## config.mk

```make
export PLATFORM = sky130hd
export DESIGN_NAME = wash_cycle_scheduler_flat
export DESIGN_NICKNAME = d
export VERILOG_FILES = /design/src/rtl/wash_pkg.sv /design/src/rtl/wash_cycle_scheduler_if.sv /design/src/rtl/tick_prescaler.sv /design/src/rtl/wash_cycle_scheduler.sv /design/src/flat_wrapper.sv
export SDC_FILE = /design/constraint.sdc
export NUM_CORES = 1
export LEC_CHECK = 0
export CORE_ASPECT_RATIO = 1.1
export CORE_MARGIN = 1
export CORE_UTILIZATION = 50
export DETAILED_ROUTE_END_ITERATION = 10
export HOLD_SLACK_MARGIN = 0.1
export PLACE_DENSITY = 0.85
export RECOVER_POWER = 50
export SLEW_MARGIN = 10
export SYNTH_ARGS = -nofsm -noshare
export SYNTH_HDL_FRONTEND = slang
export SYNTH_SLANG_ARGS = --single-unit
```

## constraint.sdc

```tcl
create_clock -name clock -period 1.95 [get_ports clock]
set_input_delay 0.2925 -clock clock [delete_from_list [all_inputs] [get_ports clock]]
set_output_delay 0.2925 -clock clock [all_outputs]
set_load 0.005 [all_outputs]
```

## src/rtl/wash_pkg.sv

```systemverilog
// Definitions shared by the wash Controller and its phase scheduler: one-hot
// controller states, program codes, scheduler states and the phase-duration table.
package wash_pkg;

    localparam logic [8:0] ST_IDLE     = 9'b0_0000_0001;
    localparam logic [8:0] ST_READY    = 9'b0_0000_0010;
    localparam logic [8:0] ST_FILL     = 9'b0_0000_0100;
    localparam logic [8:0] ST_WASH     = 9'b0_0000_1000;
    localparam logic [8:0] ST_RINSE    = 9'b0_0001_0000;
    localparam logic [8:0] ST_SPIN     = 9'b0_0010_0000;
    localparam logic [8:0] ST_DRAIN    = 9'b0_0100_0000;
    localparam logic [8:0] ST_COMPLETE = 9'b0_1000_0000;
    localparam logic [8:0] ST_ERROR    = 9'b1_0000_0000;

    localparam logic [8:0] TIMED_MASK = ~(ST_IDLE | ST_READY | ST_COMPLETE | ST_ERROR);

    // Widest entry in the duration table is 16 ticks.
    localparam int DUR_W = 5;

    typedef enum logic [1:0] {
        PROG_NORMAL = 2'd0,
        PROG_QUICK  = 2'd1,
        PROG_HEAVY  = 2'd2,
        PROG_RSVD   = 2'd3
    } prog_e;

    typedef enum logic [1:0] {
        S_IDLE  = 2'd0,
        S_RUN   = 2'd1,
        S_PAUSE = 2'd2,
        S_DONE  = 2'd3
    } sched_state_e;

    function automatic logic is_onehot9(input logic [8:0] v);
        return (v != 9'd0) && ((v & (v - 9'd1)) == 9'd0);
    endfunction

    // Reserved program code falls through to the normal column.
    function automatic logic [DUR_W-1:0] phase_ticks(input prog_e prog, input logic [8:0] st);
        logic [DUR_W-1:0] t;
        t = 5'd0;
        case (prog)
            PROG_QUICK: begin
                case (st)
                    ST_FILL:  t = 5'd2;
                    ST_WASH:  t = 5'd5;
                    ST_RINSE: t = 5'd3;
                    ST_SPIN:  t = 5'd3;
                    ST_DRAIN: t = 5'd2;
                    default:  t = 5'd0;
                endcase
            end
            PROG_HEAVY: begin
                case (st)
                    ST_FILL:  t = 5'd6;
                    ST_WASH:  t = 5'd16;
                    ST_RINSE: t = 5'd8;
                    ST_SPIN:  t = 5'd8;
                    ST_DRAIN: t = 5'd4;
                    default:  t = 5'd0;
                endcase
            end
            default: begin
                case (st)
                    ST_FILL:  t = 5'd4;
                    ST_WASH:  t = 5'd10;
                    ST_RINSE: t = 5'd6;
                    ST_SPIN:  t = 5'd5;
                    ST_DRAIN: t = 5'd3;
                    default:  t = 5'd0;
                endcase
            end
        endcase
        return t;
    endfunction

endpackage

```

## src/rtl/wash_cycle_scheduler_if.sv

```systemverilog
// Controller <-> scheduler signal bundle. motor_speed is present only when
// SCHED_SPIN_RAMP_EN is defined.
interface wash_cycle_scheduler_if #(
    parameter int COUNT_W = 8
);
    logic [8:0]         state_in;
    logic [1:0]         program_sel;
    logic               pause;
    logic               phase_done;
    logic [COUNT_W-1:0] time_remaining;
    logic               motor_en;
    logic               motor_dir;
    logic               onehot_err;
`ifdef SCHED_SPIN_RAMP_EN
    logic [1:0]         motor_speed;

    modport master (
        output state_in, program_sel, pause,
        input  phase_done, time_remaining, motor_en, motor_dir, onehot_err, motor_speed
    );
    modport slave (
        input  state_in, program_sel, pause,
        output phase_done, time_remaining, motor_en, motor_dir, onehot_err, motor_speed
    );
`else
    modport master (
        output state_in, program_sel, pause,
        input  phase_done, time_remaining, motor_en, motor_dir, onehot_err
    );
    modport slave (
        input  state_in, program_sel, pause,
        output phase_done, time_remaining, motor_en, motor_dir, onehot_err
    );
`endif
endinterface

```

## src/rtl/tick_prescaler.sv

```systemverilog
// Clock prescaler for the wash scheduler: tick_o pulses on every TICK_DIV-th
// enabled clock; clr_i restarts the count from zero.
module tick_prescaler #(
    parameter int TICK_DIV = 4
) (
    input  logic clock,
    input  logic reset,
    input  logic clr_i,
    input  logic en_i,
    output logic tick_o
);
    localparam int PW = (TICK_DIV > 1) ? $clog2(TICK_DIV) : 1;
    localparam logic [PW-1:0] LAST = PW'(TICK_DIV - 1);

    logic [PW-1:0] cnt_q;
    logic [PW-1:0] cnt_d;

    assign tick_o = en_i && (cnt_q == LAST);

    // Next count: clear wins, then wrap on the tick clock, else advance when enabled.
    always_comb begin
        if (clr_i) begin
            cnt_d = {PW{1'b0}};
        end else if (tick_o) begin
            cnt_d = {PW{1'b0}};
        end else if (en_i) begin
            cnt_d = cnt_q + PW'(1);
        end else begin
            cnt_d = cnt_q;
        end
    end

    // Prescaler count register.
    always_ff @(posedge clock or negedge reset) begin
        if (!reset) begin
            cnt_q <= {PW{1'b0}};
        end else begin
            cnt_q <= cnt_d;
        end
    end

endmodule

```

## src/rtl/wash_cycle_scheduler.sv

```systemverilog
// Phase timer and motor scheduler beside the wash Controller. Optional SPIN speed
// ramp output motor_speed is built when SCHED_SPIN_RAMP_EN is defined.
module wash_cycle_scheduler
    import wash_pkg::*;
#(
    parameter int TICK_DIV      = 4,
    parameter int COUNT_W       = 8,
    parameter int AGITATE_TICKS = 3
) (
    input  logic                   clock,
    input  logic                   reset,
    wash_cycle_scheduler_if.slave  bus
);
    localparam int AGW = (AGITATE_TICKS > 1) ? $clog2(AGITATE_TICKS) : 1;
    localparam logic [AGW-1:0] AG_LAST = AGW'(AGITATE_TICKS - 1);

    if (COUNT_W < DUR_W) begin : g_count_w_check
        $error("COUNT_W is narrower than the phase duration table");
    end
    if ((TICK_DIV < 1) || (AGITATE_TICKS < 1)) begin : g_param_check
        $error("TICK_DIV and AGITATE_TICKS must be at least 1");
    end

    sched_state_e       fsm_q, fsm_d;
    prog_e              prog_q;
    logic [8:0]         state_q;
    logic [COUNT_W-1:0] cnt_q, cnt_d;
    logic [AGW-1:0]     agit_q, agit_d;
    logic               dir_q, dir_d;
    logic               done_q, done_d;
    logic               motor_en_q, motor_en_d;
    logic               motor_dir_q, motor_dir_d;
    logic               err_q, err_d;

    logic legal_s, timed_s, change_s, agit_phase_s, spin_s;
    logic pre_clr_s, pre_en_s, tick_s;

    assign legal_s      = is_onehot9(bus.state_in);
    assign timed_s      = legal_s && ((bus.state_in & TIMED_MASK) != 9'd0);
    assign change_s     = (bus.state_in != state_q);
    assign agit_phase_s = (bus.state_in == ST_WASH) || (bus.state_in == ST_RINSE);
    assign spin_s       = (bus.state_in == ST_SPIN);
    assign pre_clr_s    = !timed_s || change_s;
    assign pre_en_s     = ((fsm_q == S_RUN) || (fsm_q == S_PAUSE)) && !bus.pause && !pre_clr_s;

    tick_prescaler #(
        .TICK_DIV (TICK_DIV)
    ) u_prescaler (
        .clock  (clock),
        .reset  (reset),
        .clr_i  (pre_clr_s),
        .en_i   (pre_en_s),
        .tick_o (tick_s)
    );

`ifdef SCHED_SPIN_RAMP_EN
    logic [1:0] ramp_q, ramp_d;
    logic [1:0] speed_q, speed_d;
`endif

    // Next-state logic; priority is phase change, then pause, then tick.
    always_comb begin
        fsm_d  = fsm_q;
        cnt_d  = cnt_q;
        agit_d = agit_q;
        dir_d  = dir_q;
        done_d = 1'b0;
`ifdef SCHED_SPIN_RAMP_EN
        ramp_d = ramp_q;
`endif
        if (!timed_s) begin
            fsm_d  = S_IDLE;
            cnt_d  = {COUNT_W{1'b0}};
            agit_d = {AGW{1'b0}};
            dir_d  = 1'b0;
        end else if (change_s) begin
            fsm_d  = ((fsm_q == S_PAUSE) && bus.pause) ? S_PAUSE : S_RUN;
            cnt_d  = COUNT_W'(phase_ticks(prog_q, bus.state_in));
            agit_d = {AGW{1'b0}};
            dir_d  = 1'b0;
`ifdef SCHED_SPIN_RAMP_EN
            ramp_d = 2'd1;
`endif
        end else begin
            case (fsm_q)
                S_RUN, S_PAUSE: begin
                    if (bus.pause) begin
                        fsm_d = S_PAUSE;
                    end else if (cnt_q == {COUNT_W{1'b0}}) begin
                        fsm_d  = S_DONE;
                        done_d = 1'b1;
                    end else if (tick_s) begin
                        cnt_d = cnt_q - COUNT_W'(1);
                        if (cnt_q == COUNT_W'(1)) begin
                            fsm_d  = S_DONE;
                            done_d = 1'b1;
                        end else begin
                            fsm_d = S_RUN;
                            if (agit_phase_s && (agit_q == AG_LAST)) begin
                                agit_d = {AGW{1'b0}};
                                dir_d  = ~dir_q;
                            end else if (agit_phase_s) begin
                                agit_d = agit_q + AGW'(1);
                            end else begin
                                agit_d = agit_q;
                            end
`ifdef SCHED_SPIN_RAMP_EN
                            if (ramp_q != 2'd3) begin
                                ramp_d = ramp_q + 2'd1;
                            end else begin
                                ramp_d = ramp_q;
                            end
`endif
                        end
                    end else begin
                        fsm_d = S_RUN;
                    end
                end
                S_DONE: begin
                    cnt_d = {COUNT_W{1'b0}};
                end
                default: begin
                    fsm_d = S_IDLE;
                end
            endcase
        end

        motor_en_d  = (fsm_d == S_RUN) && (agit_phase_s || spin_s);
        motor_dir_d = (fsm_d == S_RUN) && agit_phase_s && dir_d;
        err_d       = !legal_s;
`ifdef SCHED_SPIN_RAMP_EN
        if (spin_s && ((fsm_d == S_RUN) || (fsm_d == S_PAUSE))) begin
            speed_d = ramp_d;
        end else if (spin_s) begin
            speed_d = 2'd0;
        end else begin
            speed_d = {1'b0, motor_en_d};
        end
`endif
    end

    // Scheduler state, program latch and all registered outputs.
    always_ff @(posedge clock or negedge reset) begin
        if (!reset) begin
            fsm_q       <= S_IDLE;
            prog_q      <= PROG_NORMAL;
            state_q     <= 9'd0;
            cnt_q       <= {COUNT_W{1'b0}};
            agit_q      <= {AGW{1'b0}};
            dir_q       <= 1'b0;
            done_q      <= 1'b0;
            motor_en_q  <= 1'b0;
            motor_dir_q <= 1'b0;
            err_q       <= 1'b0;
`ifdef SCHED_SPIN_RAMP_EN
            ramp_q      <= 2'd0;
            speed_q     <= 2'd0;
`endif
        end else begin
            fsm_q       <= fsm_d;
            state_q     <= bus.state_in;
            cnt_q       <= cnt_d;
            agit_q      <= agit_d;
            dir_q       <= dir_d;
            done_q      <= done_d;
            motor_en_q  <= motor_en_d;
            motor_dir_q <= motor_dir_d;
            err_q       <= err_d;
            if (bus.state_in == ST_READY) begin
                prog_q <= prog_e'(bus.program_sel);
            end else begin
                prog_q <= prog_q;
            end
`ifdef SCHED_SPIN_RAMP_EN
            ramp_q      <= ramp_d;
            speed_q     <= speed_d;
`endif
        end
    end

    assign bus.phase_done     = done_q;
    assign bus.time_remaining = cnt_q;
    assign bus.motor_en       = motor_en_q;
    assign bus.motor_dir      = motor_dir_q;
    assign bus.onehot_err     = err_q;
`ifdef SCHED_SPIN_RAMP_EN
    assign bus.motor_speed    = speed_q;
`endif

endmodule

```

## src/flat_wrapper.sv

```systemverilog
// flat-port wrapper written by rule: the top's interface ports become plain ports
module wash_cycle_scheduler_flat import wash_pkg::*;
#(
    parameter int TICK_DIV      = 4,
    parameter int COUNT_W       = 8,
    parameter int AGITATE_TICKS = 3
)
  (clock, reset, bus_state_in, bus_program_sel, bus_pause, bus_phase_done, bus_time_remaining, bus_motor_en, bus_motor_dir, bus_onehot_err);
  wash_cycle_scheduler_if #(.COUNT_W(COUNT_W)) bus_i ();
  input  logic clock;
  input  logic reset;
  input wire logic [$bits(bus_i.state_in)-1:0] bus_state_in;
  input wire logic [$bits(bus_i.program_sel)-1:0] bus_program_sel;
  input wire logic [$bits(bus_i.pause)-1:0] bus_pause;
  output wire logic [$bits(bus_i.phase_done)-1:0] bus_phase_done;
  output wire logic [$bits(bus_i.time_remaining)-1:0] bus_time_remaining;
  output wire logic [$bits(bus_i.motor_en)-1:0] bus_motor_en;
  output wire logic [$bits(bus_i.motor_dir)-1:0] bus_motor_dir;
  output wire logic [$bits(bus_i.onehot_err)-1:0] bus_onehot_err;
  assign bus_i.state_in = bus_state_in;
  assign bus_i.program_sel = bus_program_sel;
  assign bus_i.pause = bus_pause;
  assign bus_phase_done = bus_i.phase_done;
  assign bus_time_remaining = bus_i.time_remaining;
  assign bus_motor_en = bus_i.motor_en;
  assign bus_motor_dir = bus_i.motor_dir;
  assign bus_onehot_err = bus_i.onehot_err;
  wash_cycle_scheduler #(.TICK_DIV(TICK_DIV), .COUNT_W(COUNT_W), .AGITATE_TICKS(AGITATE_TICKS)) u_core (.clock(clock), .reset(reset), .bus(bus_i));
endmodule
```

After elaboration in Yosys (flattened, before gate mapping). Index checks and enable logic that the tools add are counted.

Bitwise operators: 2. Reduce and logical (&&, ||, !) cells: 28. Multiplexer cells: 45. $add $sub $neg: 4. Equality and inequality tests: 26.

Operators by type and width (number): two-way mux 8 bit (5); two-way mux 2 bit (19); != test 4 bit, second input constant (5); case mux 4 bit (5 select lines) (1); case mux 5 bit (4 select lines) (1); nonzero test 9 bit (2); case mux 8 bit (2 select lines) (1); two-way mux 1 bit (15); != test 3 bit, second input constant (5); == test 2 bit, second input constant (5); logical AND 1 bit (10); case mux 5 bit (2 select lines) (1); bitwise AND 9 bit (1); == test 9 x 2 -> 1 bit, second input constant (1); == test 9 x 3 -> 1 bit, second input constant (1); == test 9 x 4 -> 1 bit, second input constant (1); == test 9 x 5 -> 1 bit, second input constant (1); == test 9 x 6 -> 1 bit, second input constant (1); == test 9 x 7 -> 1 bit, second input constant (1); logical NOT 9 bit (1); != test 9 bit (1); case mux 3 bit (3 select lines) (1); subtractor 9 x 1 -> 9 bit, second input constant (1); == test 8 x 1 -> 1 bit, second input constant (1); other kinds (12) (23).

Word-level logic and storage cells: 116. Output and inout port bits: 12. Bits in registers: 30.

Logic depth before layout (Yosys ltp). Gate-level depths: netlist (run 1).

Depth in word-level cells: 19. Gate-level depth with buffers: 8. Mapped depth without buffers: 7.

Modules after synthesis. A second synthesis (run 1) with hierarchy kept.

Cells, all modules: 228. Area, all modules: 2070.7 um^2.

Modules (own cells, without submodules): wash_cycle_scheduler (cells each 219, times used 1, area each 1958.1 um^2, seq. area each 700.7 um^2); tick_prescaler (cells each 9, times used 1, area each 112.6 um^2, seq. area each 50.0 um^2).

Worst setup path before layout (run 1). No wires, ideal clock.

Path kind: reg2reg. From: register u_core.cnt_q[0] (netlist: u_core.bus.time_remaining[0]). To: register u_core.cnt_q[3] (netlist: u_core.bus.time_remaining[3]). Cell stages (with the launch flop): 8. Library setup time: 0.099 ns. Path buffers: 0. Clock period less this slack: 1.976 ns. Arrival: 1.876 ns. Setup slack: -0.026 ns. Cell sequence: dfrtp_1 inv_1 ha_1 nor3b_2 a211oi_2 nor2_1 or3_1 a311oi_1.

Cells in the longest elaborated chain, start to end: 7. Elaborated cells on any way between the ends: 10. Classes of those cells: add/sub (1); eq/ne (1); mux (6); reduce/logical (2).

Ends and longest elaborated chain: start, declared (RTL line wash_cycle_scheduler.sv:27) `logic [COUNT_W-1:0] cnt_q, cnt_d;`; start signal, assigned (RTL line wash_cycle_scheduler.sv:148) `cnt_q <= {COUNT_W{1'b0}};`; start signal, assigned (RTL line wash_cycle_scheduler.sv:162) `cnt_q <= cnt_d;`; subtractor 8 x 1 -> 8 bit (RTL line wash_cycle_scheduler.sv:93) `cnt_d = cnt_q - COUNT_W'(1);`; two-way mux 8 bit (RTL line wash_cycle_scheduler.sv:92) `end else if (tick_s) begin`; two-way mux 8 bit (RTL line wash_cycle_scheduler.sv:89) `end else if (cnt_q == {COUNT_W{1'b0}}) begin`; two-way mux 8 bit (RTL line wash_cycle_scheduler.sv:87) `if (bus.pause) begin`; case mux 8 bit (2 select lines) (RTL line wash_cycle_scheduler.sv:85) `case (fsm_q)`; two-way mux 8 bit (RTL line wash_cycle_scheduler.sv:76) `end else if (change_s) begin`; two-way mux 8 bit (RTL line wash_cycle_scheduler.sv:71) `if (!timed_s) begin`.

Several ways; a longest one is shown, not always the timed one. The select of a mux whose other input is x is not followed. A chain may end at the register's enable or synchronous reset.

Worst setup path after layout (run 1).
From: register u_core.cnt_q[0] (netlist: u_core.bus.time_remaining[0]). To: register u_core.cnt_q[2] (netlist: u_core.bus.time_remaining[2]).

Same word-level chain as after synthesis.

==> results.toml, run 1 <==
[job]
drv_cap = 0

[yosys]
syn_avg_cell_area_um2 = 9.37
netlist_area_um2 = 2100
yosys_register_bits = 30
synth_top_family_by_area = "simple AND/OR/NAND/NOR gates"
synth_cells = 224
synth_top_area_share_pct = 35.8
ys_seq_area_share_pct = 35.8
synth-edff-count = 0
synth-compound-area-share_pct = 18.9
yosys_warnings = 0
synth_adder_area_share_pct = 5.36
yosys_most_used_dff = "dfrtp_1"
async_flop_share_pct = 100
synth_mux_area_share_pct = 2.98
synth_xor_area_share_pct = 7.93
yosysTopAreaCell = "dfrtp_1"
synth_nets = 247
synthTopCellsByArea = "dfrtp_1 (36%), ha_1 (5.4%), xnor2_1 (4.2%)"
synth-simple-area-share_pct = 25.0
synth_cell_type_count = 61

[clocking]
cts_sinks = 30
cts_tree = "yes"
cts_made_buffers = 5
insertion_delay_ps = 290
cts_buffer_depth = 2
clkTransAtPathRegs_ps = 70
cts_hold_buf = 0
root_buffer = "clkbuf_8"
h-tree-depth = 2

[detailed_routing]
dr.pass1.iters = 5
drt_iter0_drc = 210
wl_per_cell_um = 19.6
wirelength_um = 7090
num_vias = 2301
route.detailed.drc = 0
viasPerCell = 6.37
antenna_left = 0

[hold_path]
min_path_cells = 2
hold_class = "in2reg"

[power]
p_leak_nw = 1.34
power_density_nw_per_um2 = 536
ir_worst_vdd_mv = 0.378

[global_routing]
grt_usage_pct = 27.1
grt_overflow = 0
grt_pass1_wl_um = 9360
grt_pass1_vias = 2079
grt_max_degree = 31
antenna_found_initial = 0

[placed_design]
place_congestion = 0.880
dpl-instance-area_um2 = 2770
portBuffers = 25
hpwlAfterDp_um = 4160

[cells_and_area]
antenna_cells = 0
utilization_pct = 79.7
final_net_count = 331
drive_gt1_share_pct = 37.9
syn2layout_area_growth_pct = 51.6
final_cell_mix = "buf_4 (54), dfrtp_1 (30), nor2_1 (21)"
final_common_cell = "buf_4"
design_area_um2 = 3180

[die]
initial_core_util_pct = 52.6
fp-row-count = 24
die_area_um2 = 4460
core_um2 = 3990
die_w_um = 63.8
die_h_um = 70.0
ios = 26

[sta]
period_share_pct = 103
period_minus_slack_ps = 2000
setup_violations = 7
slew_violations = 0
hold_viol = 0
tightest_slew_ps = 796
fmax_ghz = 0.500
relSlewSlack_pct = 46.9
rsz0062_at_grt = "yes"
final.setup.worst_slack_ps = -50.1
finClkSkew_ps = 8.47
timing.hold.ws_ps = 350

[run_status]
failed_checks = "setup timing"
status = "finished with violations"

[setup_path]
r2r_slack_ps = -50
worstSetupPathType = "reg2reg"
crit_fanout = 5
required_ps = 2110
end_kind = "flip-flop"
crit_arrival_ps = 2160
ff2ff_path_depth = 8
start_kind = "flip-flop"
-- logic make-up (layout without fill, tap and decap cells) --
group           count (synthesis)  in the layout
buf+inv                        17            102
compound gates                 54             54
xor+xnor                       19             19
simple gates                   89             89
flops                          30             30
mux                             6              6
fa+ha+maj                       9              9
-- final cells by class --
cell class	count	area (um^2)
repair buffers	86	707
well taps	52	65.1
inverters	8	30.0
multi-input cells	177	1490
flip-flops and latches	30	751
clock buffers	6	82.6
fillers	242	811
clock inverters	2	60.1
-- stage by stage --
stage | setup TNS [ps] | cells | worst slack, ps | power, mW
floorplan | 0 | 224 | 2.62 | 0.760
global placement | -4450 | 347 | -396 | 0.867
detailed placement | -5640 | 347 | -398 | 0.875
CTS | -24.5 | 355 | -24.5 | 1.66
global route | -693 | 361 | -227 | 1.75
finish | -166 | 361 | -50.1 | 1.70
-- metal layers --
layer	up-vias	part of all wire [%]	GRT usage, %
met5	-	0	0
met4	0	5.1	15.2
met3	43	6.1	4.25
met2	135	53	47.5
met1	1116	36	30.9
li1	1007	-	-
-- registers in the layout, summed over array words and instances (netlist names) --
signal / flops
u_core.agit_q: 2
u_core.bus.motor_dir: 1
u_core.bus.motor_en: 1
u_core.bus.onehot_err: 1
u_core.bus.phase_done: 1
u_core.bus.time_remaining: 8
u_core.dir_q: 1
u_core.fsm_q: 2
u_core.prog_q: 2
u_core.state_q: 9
u_core.u_prescaler.cnt_q: 2
-- worst max-delay path: stages, from the launching register on --
cell      delay [ps]
dfrtp_1          400
inv_1             80
ha_1             180
nor3b_4          240
a211oi_2         130
nor2_2           210
buf_4            170
o21ai_0           90
a221oi_1         370
-- Yosys cell counts (all sizes together) (3+ instances only) --
library cell and instances:
buf 7, and3 4, dfrtp 30, a211oi 8
xor2 9, o21ai 12, nor4 6, nand3 5
mux2i 4, nand4 4, or3 3, inv 8
nand2 11, a21oi 9, xnor2 10, and4 3
or2 3, nor2 22, nor3 12, ha 9
a31oi 3
-- repair_timing --
item / CTS / global route
pin swaps: 3 / 19
gates cloned: 0 / 1
buffers inserted: 0 / 5
setup endpoints to repair: 13 / 18
gates resized for setup: 6 / 49
-- worst paths after layout --
check                                             start                      endpoint
max in group asynchronous                         reset  u_core.bus.time_remaining[3]
hold reg to reg             u_core.u_prescaler.cnt_q[1]   u_core.u_prescaler.cnt_q[1]
setup reg to reg           u_core.bus.time_remaining[0]  u_core.bus.time_remaining[2]
min in group asynchronous                         reset              u_core.agit_q[0]
hold / removal                          bus_state_in[3]             u_core.state_q[3]
setup / recovery           u_core.bus.time_remaining[0]  u_core.bus.time_remaining[2]
-- power by group --
part	total, mW	leakage, nW	internal (mW)	switching (mW)
Clock	0.802	0.0714	0.545	0.257
Sequential	0.643	0.393	0.634	0.00832
Combinational	0.260	0.880	0.117	0.142
No activity file was read; power rests on OpenSTA's default activity.
==> run 2: changes to the inputs <==
- TNS_END_PERCENT: default -> 1
==> run 2 against run 1 <==
  * The run still ends with setup timing left
  * Total power is 0.27% lower
  * Final area is 0.31% lower
  * Critical endpoint is now u_core.bus.motor_dir
  * Clock skew is 1.1 ps lower
  * Non-clock buffer count is 1 lower
  * Sequential power hardly changed
  * Largest power group unchanged
  * Global-route usage stayed put
==> results.toml, run 2 (synthesized netlist as in run 1, its figures left out) <==
[cells_and_area]
antenna_cells = 0
syn2layout_area_growth_pct = 51.1
utilization_pct = 79.4
largest-register = "u_core.state_q"
largest_register_ffs = 9
drive_gt1_share_pct = 37.3
final_cell_mix = "buf_4 (53), dfrtp_1 (30), nor2_1 (21)"
design_area_um2 = 3170
final_cells = 360
final_net_count = 330
final_common_cell = "buf_4"

[sta]
period_share_pct = 106
hold_viol = 0
relSlewSlack_pct = 47.0
final.setup.worst_slack_ps = -112
setup_violations = 7
tightest_slew_ps = 794
period_minus_slack_ps = 2060
tns_ps = -222
rsz0062_at_grt = "yes"
slew_violations = 0
fmax_ghz = 0.485
finClkSkew_ps = 7.42

[global_routing]
antenna_found_initial = 0
grt_pass1_vias = 2079
grt_max_degree = 31
grt_pass1_wl_um = 9360
grt_usage_pct = 27.1
grt_overflow = 0

[placed_design]
dp.cells = 347
dpl-instance-area_um2 = 2770
dp_worst_setup_slack_ps = -398
portBuffers = 25
hpwlAfterDp_um = 4160
place_congestion = 0.880

[job]
drv_cap = 0

[detailed_routing]
wirelength_um = 6890
viasPerCell = 6.22
dr.pass1.iters = 5
num_vias = 2238
wl_per_cell_um = 19.2
antenna_left = 0
route.detailed.drc = 0
drt_iter0_drc = 283

[clocking]
h-tree-depth = 2
clkTransAtPathRegs_ps = 70
cts_sinks = 30
insertion_delay_ps = 290
root_buffer = "clkbuf_8"
cts_tree = "yes"
cts_made_buffers = 5
cts_buffer_depth = 2

[die]
ios = 26
die_w_um = 63.8
die_h_um = 70.0
fp-row-count = 24
die_area_um2 = 4460
core_um2 = 3990
initial_core_util_pct = 52.6

[power]
ir_worst_vdd_mv = 0.444
power_density_nw_per_um2 = 536
p_leak_nw = 1.35

[hold_path]
hold_class = "in2reg"

[setup_path]
end_kind = "flip-flop"
worstSetupPathType = "in2reg"
required_ps = 2140
crit_arrival_ps = 2250
start_kind = "primary input"
crit_fanout = 9

[run_status]
failed_checks = "setup timing"
status = "finished with violations"
## run 2: path summary, 6_finish.rpt
kind | to | slack [ps] | startpoint | cells past startpoint
max | u_core.bus.motor_dir | -110 | bus_state_in[1] | 8
min | u_core.state_q[3] | 350 | bus_state_in[3] | 2
max reg2reg | u_core.bus.time_remaining[1] | -20 | u_core.fsm_q[1] | 8
min reg2reg | u_core.u_prescaler.cnt_q[1] | 540 | u_core.u_prescaler.cnt_q[1] | 2
max in group asynchronous | u_core.prog_q[0] | 830 | reset | 2
min in group asynchronous | u_core.agit_q[0] | 610 | reset | 2
## run 2: final cells by class
class,count,area [um^2]
inverter,8,30.0
fill,243,821
tap,52,65.1
clock inverter,2,60.1
sequential,30,751
clock buffer,6,82.6
multi-input combinational,177,1490
timing repair buffer,85,699
## run 2: critical path: stages
cell and delay, ps:
clkdlybuf4s50_1 440, buf_6 160, nor4_2 260, buf_4 190, and4b_1 280, nand3_1 140, xor2_1 210, nor4_2 270
## run 2: report_power, final
part           switching [mW]  internal (mW)  leakage [nW]
Combinational           0.140          0.117         0.881
Sequential            0.00816          0.634         0.393
Clock                   0.256          0.545        0.0714
## run 2: timing repair
item	in CTS	in global routing
cloned	0	1
pin swaps	3	19
hold buffers	0	0
setup endpoints to repair	13	18
resized for setup	6	48
setup buffers	0	4
## run 2: per-layer routing
metal / GRT usage [%] / part of all wire (%) / vias up
met1: 30.9 / 38 / 1100
li1: - / - / 1009
met2: 47.5 / 54 / 100
met5: 0 / 0 / -
met3: 4.25 / 4.4 / 29
met4: 15.2 / 2.9 / 0
## run 2: stage by stage
| step | power (mW) | hold WS, ps |
|---|---|---|
| after floorplan | 0.760 | -3.09 |
| after global placement | 0.867 | 509 |
| after detailed placement | 0.875 | 528 |
| after CTS | 1.66 | 397 |
| after global routing | 1.75 | 347 |
| final | 1.70 | 349 |
